File: src/rtl/pam_sequencer.sv
// Control sequencer for the pipelined adding machine: issues a window of
// consecutive operand indices, tracks them through fetch/add, and gates the accumulator.
module pam_sequencer (
    input  logic       clk,
    input  logic       reset,
    input  logic       start,
    input  logic [4:0] base,
    input  logic [5:0] len,
    input  logic       hold,
    output logic [4:0] index,
    output logic       rd_en,
    output logic       acc_clr,
    output logic       acc_en,
    output logic       busy,
    output logic       done
);

    typedef enum logic [1:0] {
        S_IDLE,
        S_RUN,
        S_DRAIN,
        S_DONE
    } state_t;

    state_t     state_q, state_d;
    logic [5:0] remaining;
    logic [5:0] len_sat;
    logic       v1, v2;

    assign len_sat = (len > 6'd32) ? 6'd32 : len;
    assign acc_en  = v2 & ~hold;

    always_comb begin
        state_d = state_q;
        rd_en   = 1'b0;
        acc_clr = 1'b0;
        busy    = 1'b1;
        done    = 1'b0;
        case (state_q)
            S_IDLE: begin
                busy = 1'b0;
                if (start) begin
                    acc_clr = 1'b1;
                    state_d = (len == 6'd0) ? S_DONE : S_RUN;
                end
            end
            S_RUN: begin
                rd_en = ~hold;
                if (!hold && remaining == 6'd1)
                    state_d = S_DRAIN;
            end
            S_DRAIN: begin
                // v1 empty means the coming advance leaves both stages empty
                if (!hold && !v1)
                    state_d = S_DONE;
            end
            S_DONE: begin
                done    = 1'b1;
                state_d = S_IDLE;
            end
            default: state_d = S_IDLE;
        endcase
    end

    always_ff @(posedge clk) begin
        if (reset) begin
            state_q   <= S_IDLE;
            index     <= '0;
            remaining <= '0;
            v1        <= 1'b0;
            v2        <= 1'b0;
        end else begin
            state_q <= state_d;
            if (state_q == S_IDLE) begin
                v1 <= 1'b0;
                v2 <= 1'b0;
                if (start) begin
                    index     <= base;
                    remaining <= len_sat;
                end
            end else if (!hold) begin
                v1 <= rd_en;
                v2 <= v1;
                if (state_q == S_RUN) begin
                    index     <= index + 5'd1;
                    remaining <= remaining - 6'd1;
                end
            end
        end
    end

endmodule

File: config.mk
export PLATFORM = sky130hd
export DESIGN_NAME = pam_sequencer
export DESIGN_NICKNAME = d
export VERILOG_FILES = /design/src/rtl/pam_sequencer.sv
export SDC_FILE = /design/constraint.sdc
export NUM_CORES = 1
export LEC_CHECK = 0
export ABC_AREA = 1
export CAP_MARGIN = 5
export CORE_MARGIN = 10
export CORE_UTILIZATION = 39
export DETAILED_ROUTE_END_ITERATION = 12
export PLACE_DENSITY = 0.69
export SLEW_MARGIN = 20
export SYNTH_ARGS = -nofsm -noshare
export SYNTH_HDL_FRONTEND = slang
export SYNTH_SLANG_ARGS = --single-unit
File: constraint.sdc
create_clock -name clk -period 1.35 [get_ports clk]
set_input_delay 0.27 -clock clk [delete_from_list [all_inputs] [get_ports clk]]
set_output_delay 0.27 -clock clk [all_outputs]
set_load 0.02 [all_outputs]
== Word-level counts from Yosys, hierarchy flattened ==
Index checks and enable logic that the tools add are counted.
Storage, ports and cells
  register bits: 15
  input port bits: 15
  output and inout bits: 10
  word-level logic and storage cells: 47
Operators by class
  add/sub/neg operators: 2
  $lt $le $gt $ge: 1
  equal/unequal tests: 8
  mux-type cells: 19
  bitwise logic cells: 2
  reductions and logical operators: 10
Operators with widths (number)
  $mux W6: 5
  $mux W5: 4
  $mux W2: 4
  $pmux W2 S4: 1
  $eq A6 B1 Y1 const B: 1
  $gt A6 B6 Y1 const B: 1
  $logic_not A6 Y1: 1
  $ne A2 B2 Y1 const B: 3
  $reduce_and A3 Y1: 2
  $sub A6 B1 Y6 const B: 1
  $add A5 B1 Y5 const B: 1
  $mux W1: 5
  $eq A2 B2 Y1 const B: 2
  $eq A2 B1 Y1 const B: 1
  $logic_and A1 B1 Y1: 2
  $logic_not A1 Y1: 2
  $logic_not A2 Y1: 1
  $ne A2 B1 Y1 const B: 1
  $reduce_bool A2 Y1: 1
  $reduce_or A2 Y1: 1
  $and A1 B1 Y1: 1
  $not A1 Y1: 1

== Logic depth before layout (Yosys ltp) ==
  depth after elaboration: 4
  depth in mapped cells: 10
  gate-level depth less buffers: 10

== Least setup slack after synthesis ==
OpenSTA, ideal clock, no wires.
  path type: register to register
  from: reg state_q[0]
  to: reg index[2]
  library setup time: 120 ps
  data arrival time: 1286 ps
  data required time: 1230 ps
  slack: -56 ps
  stages on the path, launching flop included: 8
  buffers on the path: 1
  period minus slack after synthesis: 1406 ps
  cells stage by stage: dfxtp_1 inv_1 ha_1 buf_4 nand2_1 inv_1 a311oi_1 nor2_1
On the way
  word-level cells in the longest chain between the ends: 3
  elaborated cells on any way between the ends: 7
  those cells by class: eq/ne (3); mux (1); reduce/logical (3)
RTL lines
  start: declaration: RTL line 25  | state_t state_q, state_d;
  start signal: assignment: RTL line 73  | state_q <= state_d;
  $eq A2 B1 Y1 / $logic_not A2 Y1 (equally long branches): RTL line 84, 74
  $reduce_bool A2 Y1 (no line), or another cell as far along
  $reduce_and A3 Y1 (no line)
  end signal: assignment: RTL line 78  | index <= base;
  end signal: assignment: RTL line 85  | index <= index + 5'd1;
  end: declaration: RTL line 10  | output logic [4:0] index,
Several ways; a longest one is shown, not always the timed one.
A chain may end at the register's enable or synchronous reset.

== Worst setup path in the final report ==
  from: reg state_q[1]
  to: out busy
On the way
  word-level cells in the longest chain between the ends: 2
RTL lines
  $logic_not A2 Y1: RTL line 39  | case (state_q)
  $mux W1: RTL line 39
  end: declaration: RTL line 14  | output logic busy,
No other way between the ends.

==> flow_summary_export.csv <==
group,metric,value,unit
outcome,failed_checks,"setup timing",
critical_path,crit_top_cell,"buf_6",
critical_path,worstSetupPathType,"reg -> out",
detailed_routing,wl_met1,1170,um
detailed_routing,routed_via_density,5.05,
power,fin_total_pwr,3.75,mW
grt,grt_pass1_vias,1199,
layout,areaGrowthSynthToFinish,66.6,%
detailed_routing,dr.pass1.iters,6,
logic_synthesis,syn_nets,160,
clock_tree,cts_buffer_depth,2,
detailed_routing,detail-route-antenna-nets,0,
sta,hold_violations,0,
clock_tree,worstSkewPairLatency,300,ps
sta,fmax,698,MHz
layout,nNetsFinal,213,
layout,drive_gt1_share,40.0,%
logic_synthesis,synthCells,138,
die,die_w,69.9,um
min_path,min_path_cells,3,
die,die_height,69.9,um
layout,num_antenna_cells,0,
sta,finClkSkew,9.72,ps
critical_path,cp_max_fo,3,
grt,grt_first_pass_wirelength,5180,um
clock_tree,numClockSinks,15,
place,dpl_cell_area,1370,um2
critical_path,cp.required,1080,ps
clock_tree,ctsRootBufferMaster,"clkbuf_4",
critical_path,cpMaxStageDelayCell,"dfxtp_2",
detailed_routing,dr.max_layer_used,"met4",
clock_tree,cts.hold.buffers_added,0,
critical_path,worstSetupEndpointType,"primary output",
logic_synthesis,ys_ff_latch,15,
die,initial_core_util,39.9,%
grt,grt_max_degree,11,
grt,antenna_found_initial,0,
critical_path,cp_data_arrival_time,1160,ps
place,dp_slack,-427,ps
clock_tree,cts_tree,"built",
grt,gr-total-overflow,0,
detailed_routing,wl_per_cell,13.5,um
sta,slew_viol_final,0,
power,ir_worst_vdd,0.00174,V
die,rows,18,
logic_synthesis,ys_types,28,
sta,tightestPinTransition,239,ps
sta,slew_headroom,84.0,%
grt,grt_usage,12.5,%
detailed_routing,dr_total_vias,1112,
die,design.core.area,2430,um2
logic_synthesis,yosysSeqAreaShare,31.0,%
min_path,hp-start,"hold",
detailed_routing,drc,0,
place,gp_congestion,0.856,
die,dieArea,4880,um2
critical_path,r2r-end,"remaining[1]",
critical_path,max_stage_delay,360,ps
sta,setup_ws,-82.5,ps
layout,design_area,1620,um2
logic_synthesis,syn_area,970,um2
sta,fin_crit,1430,ps
logic_synthesis,yosys.area.top_type,"dfxtp_1",
logic_synthesis,yosys_warnings,0,
clock_tree,htreeDepth,1,
place,io_buffers,24,
sta,rsz0062_at_grt,"yes",
critical_path,reg2reg_from,"state_q[1]",
critical_path,ff2ff_path_depth,10,
sta,finalCritPeriodShare,106,%
detailed_routing,drt_iter0_markers,54,
job,maxCapViolCount,0,
min_path,hold_class,"in -> reg",
die,ioPinCount,25,
critical_path,start_kind,"register",
logic_synthesis,avgSynthCellArea,7.03,um2
detailed_routing,drt_wl_total,2960,um
clock_tree,numCtsBuffers,3,
detailed_routing,dr_wl_met2,1540,um
place,dp_hpwl,2140,um
clock_tree,clkSlewWorstSetupHoldPaths,100,ps
sta,setup_viol,15,
logic_synthesis,netlist_top_cells_area,"dfxtp_1 (31%), nand2_1 (13%), ha_1 (9.0%)",
min_path,hold_end,"v2",
power,power.static_leakage,0.714,nW
power,powerDensity,2320,nW/um2
detailed_routing,route.met3.wl,141,um
critical_path,crit_chain,"inv_4 > ha_4 > buf_6 > inv_6 > buf_6",
critical_path,reg2reg_setup_slack,-70,ps
logic_synthesis,synth_top_area_share,31.0,%
outcome,outcome,"complete, but fails checks",
[layout make-up]
type	instances	area [um2]
fillers	200	817
flip-flops and latches	15	303
well taps	30	37.5
clock buffers	3	22.5
inverters	14	65.1
clock inverters	1	5.00
repair buffers	51	482
multi-input cells	106	701
[what timing repair did]
action / 4_1_cts / 5_1_grt
pin swaps: 17 / 7
buffers inserted: 8 / 0
gates resized for setup: 66 / 20
cloned: 0 / 0
endpoints found under the setup margin: 25 / 20
[per-stage QoR]
stage | setup TNS, ps | utilization [%] | hold WS (ps) | instances
final | -585 | 66.4 | 403 | 220
after global routing | -1560 | 66.4 | 435 | 220
after CTS | -534 | 64.2 | 498 | 220
after detailed placement | -5570 | 56.1 | 483 | 208
after global placement | -4910 | 56.1 | 456 | 208
after floorplan | -11.3 | - | 332 | 138
[how the worst max path moves through the flow]
stage                           from      endpoint
after floorplan           state_q[0]      index[2]
after global placement         start       acc_clr
after detailed placement        hold        acc_en
after CTS                 state_q[0]          busy
after global routing      state_q[0]  remaining[0]
final                     state_q[1]          busy
[cells by family after synthesis]
family,synth area share [%]
buf+inv,8.77
compound gates,18.3
fa+ha+maj,9.03
xor+xnor,0.903
simple gates,32.0
flops,31.0
[routing by layer]
metal | vias to the layer above | GRT usage (%)
met2 | 32 | 21.9
met1 | 508 | 12.5
li1 | 559 | -
met5 | - | 0
met4 | 0 | 9.43
met3 | 13 | 3.25
[state kept, by name (all words and copies together) (netlist names)]
signal and cells:
v2 1, v1 1, remaining 6, index 5, state_q 2
[synth_stat cells]
cell type and count:
a22oi_1 1, inv_4 1, nor2_2 1, nand4_1 2, buf_8 1, buf_4 2
a21oi_2 1, dfxtp_1 15, xor2_1 1, nand3_1 7, a311oi_1 1, nand2_1 34
o22a_1 1, ha_1 7, nor3_1 1, a31oi_1 2, a211oi_1 1, nand2_4 2
a21oi_1 10, inv_2 2, o21ai_2 3, o21ai_1 2, o21ai_0 6, o211ai_1 1
nor3b_1 1, nor2_1 19, inv_1 11, nor2_4 2
[report_power, final]
| part | leakage, nW | switching, mW | internal, mW | total (mW) |
|---|---|---|---|---|
| Sequential | 0.124 | 0.142 | 0.610 | 0.751 |
| Clock | 0.0177 | 0.173 | 0.111 | 0.283 |
| Combinational | 0.572 | 1.40 | 1.31 | 2.71 |
[critical path: cells and delay by family (launching register included)]
family	cells	cell delay, ps
DFF	1	360
buffers and inverters	4	330
adders and majority gates	1	170
[placed cells by master (no fill, tap or decap), drive strengths merged, types with 2 or more instances in the layout]
master,netlist,routed
inv,14,14
clkbuf,0,4
o21ai,11,11
a31oi,2,2
nor2,22,22
buf,3,32
nand3,7,7
clkdlybuf4s50,0,13
dfxtp,15,15
nand4,2,2
ha,7,7
nand2,36,36
a21oi,11,11
dlygate4sd2,0,4
Power figures use the tool's default switching activity.
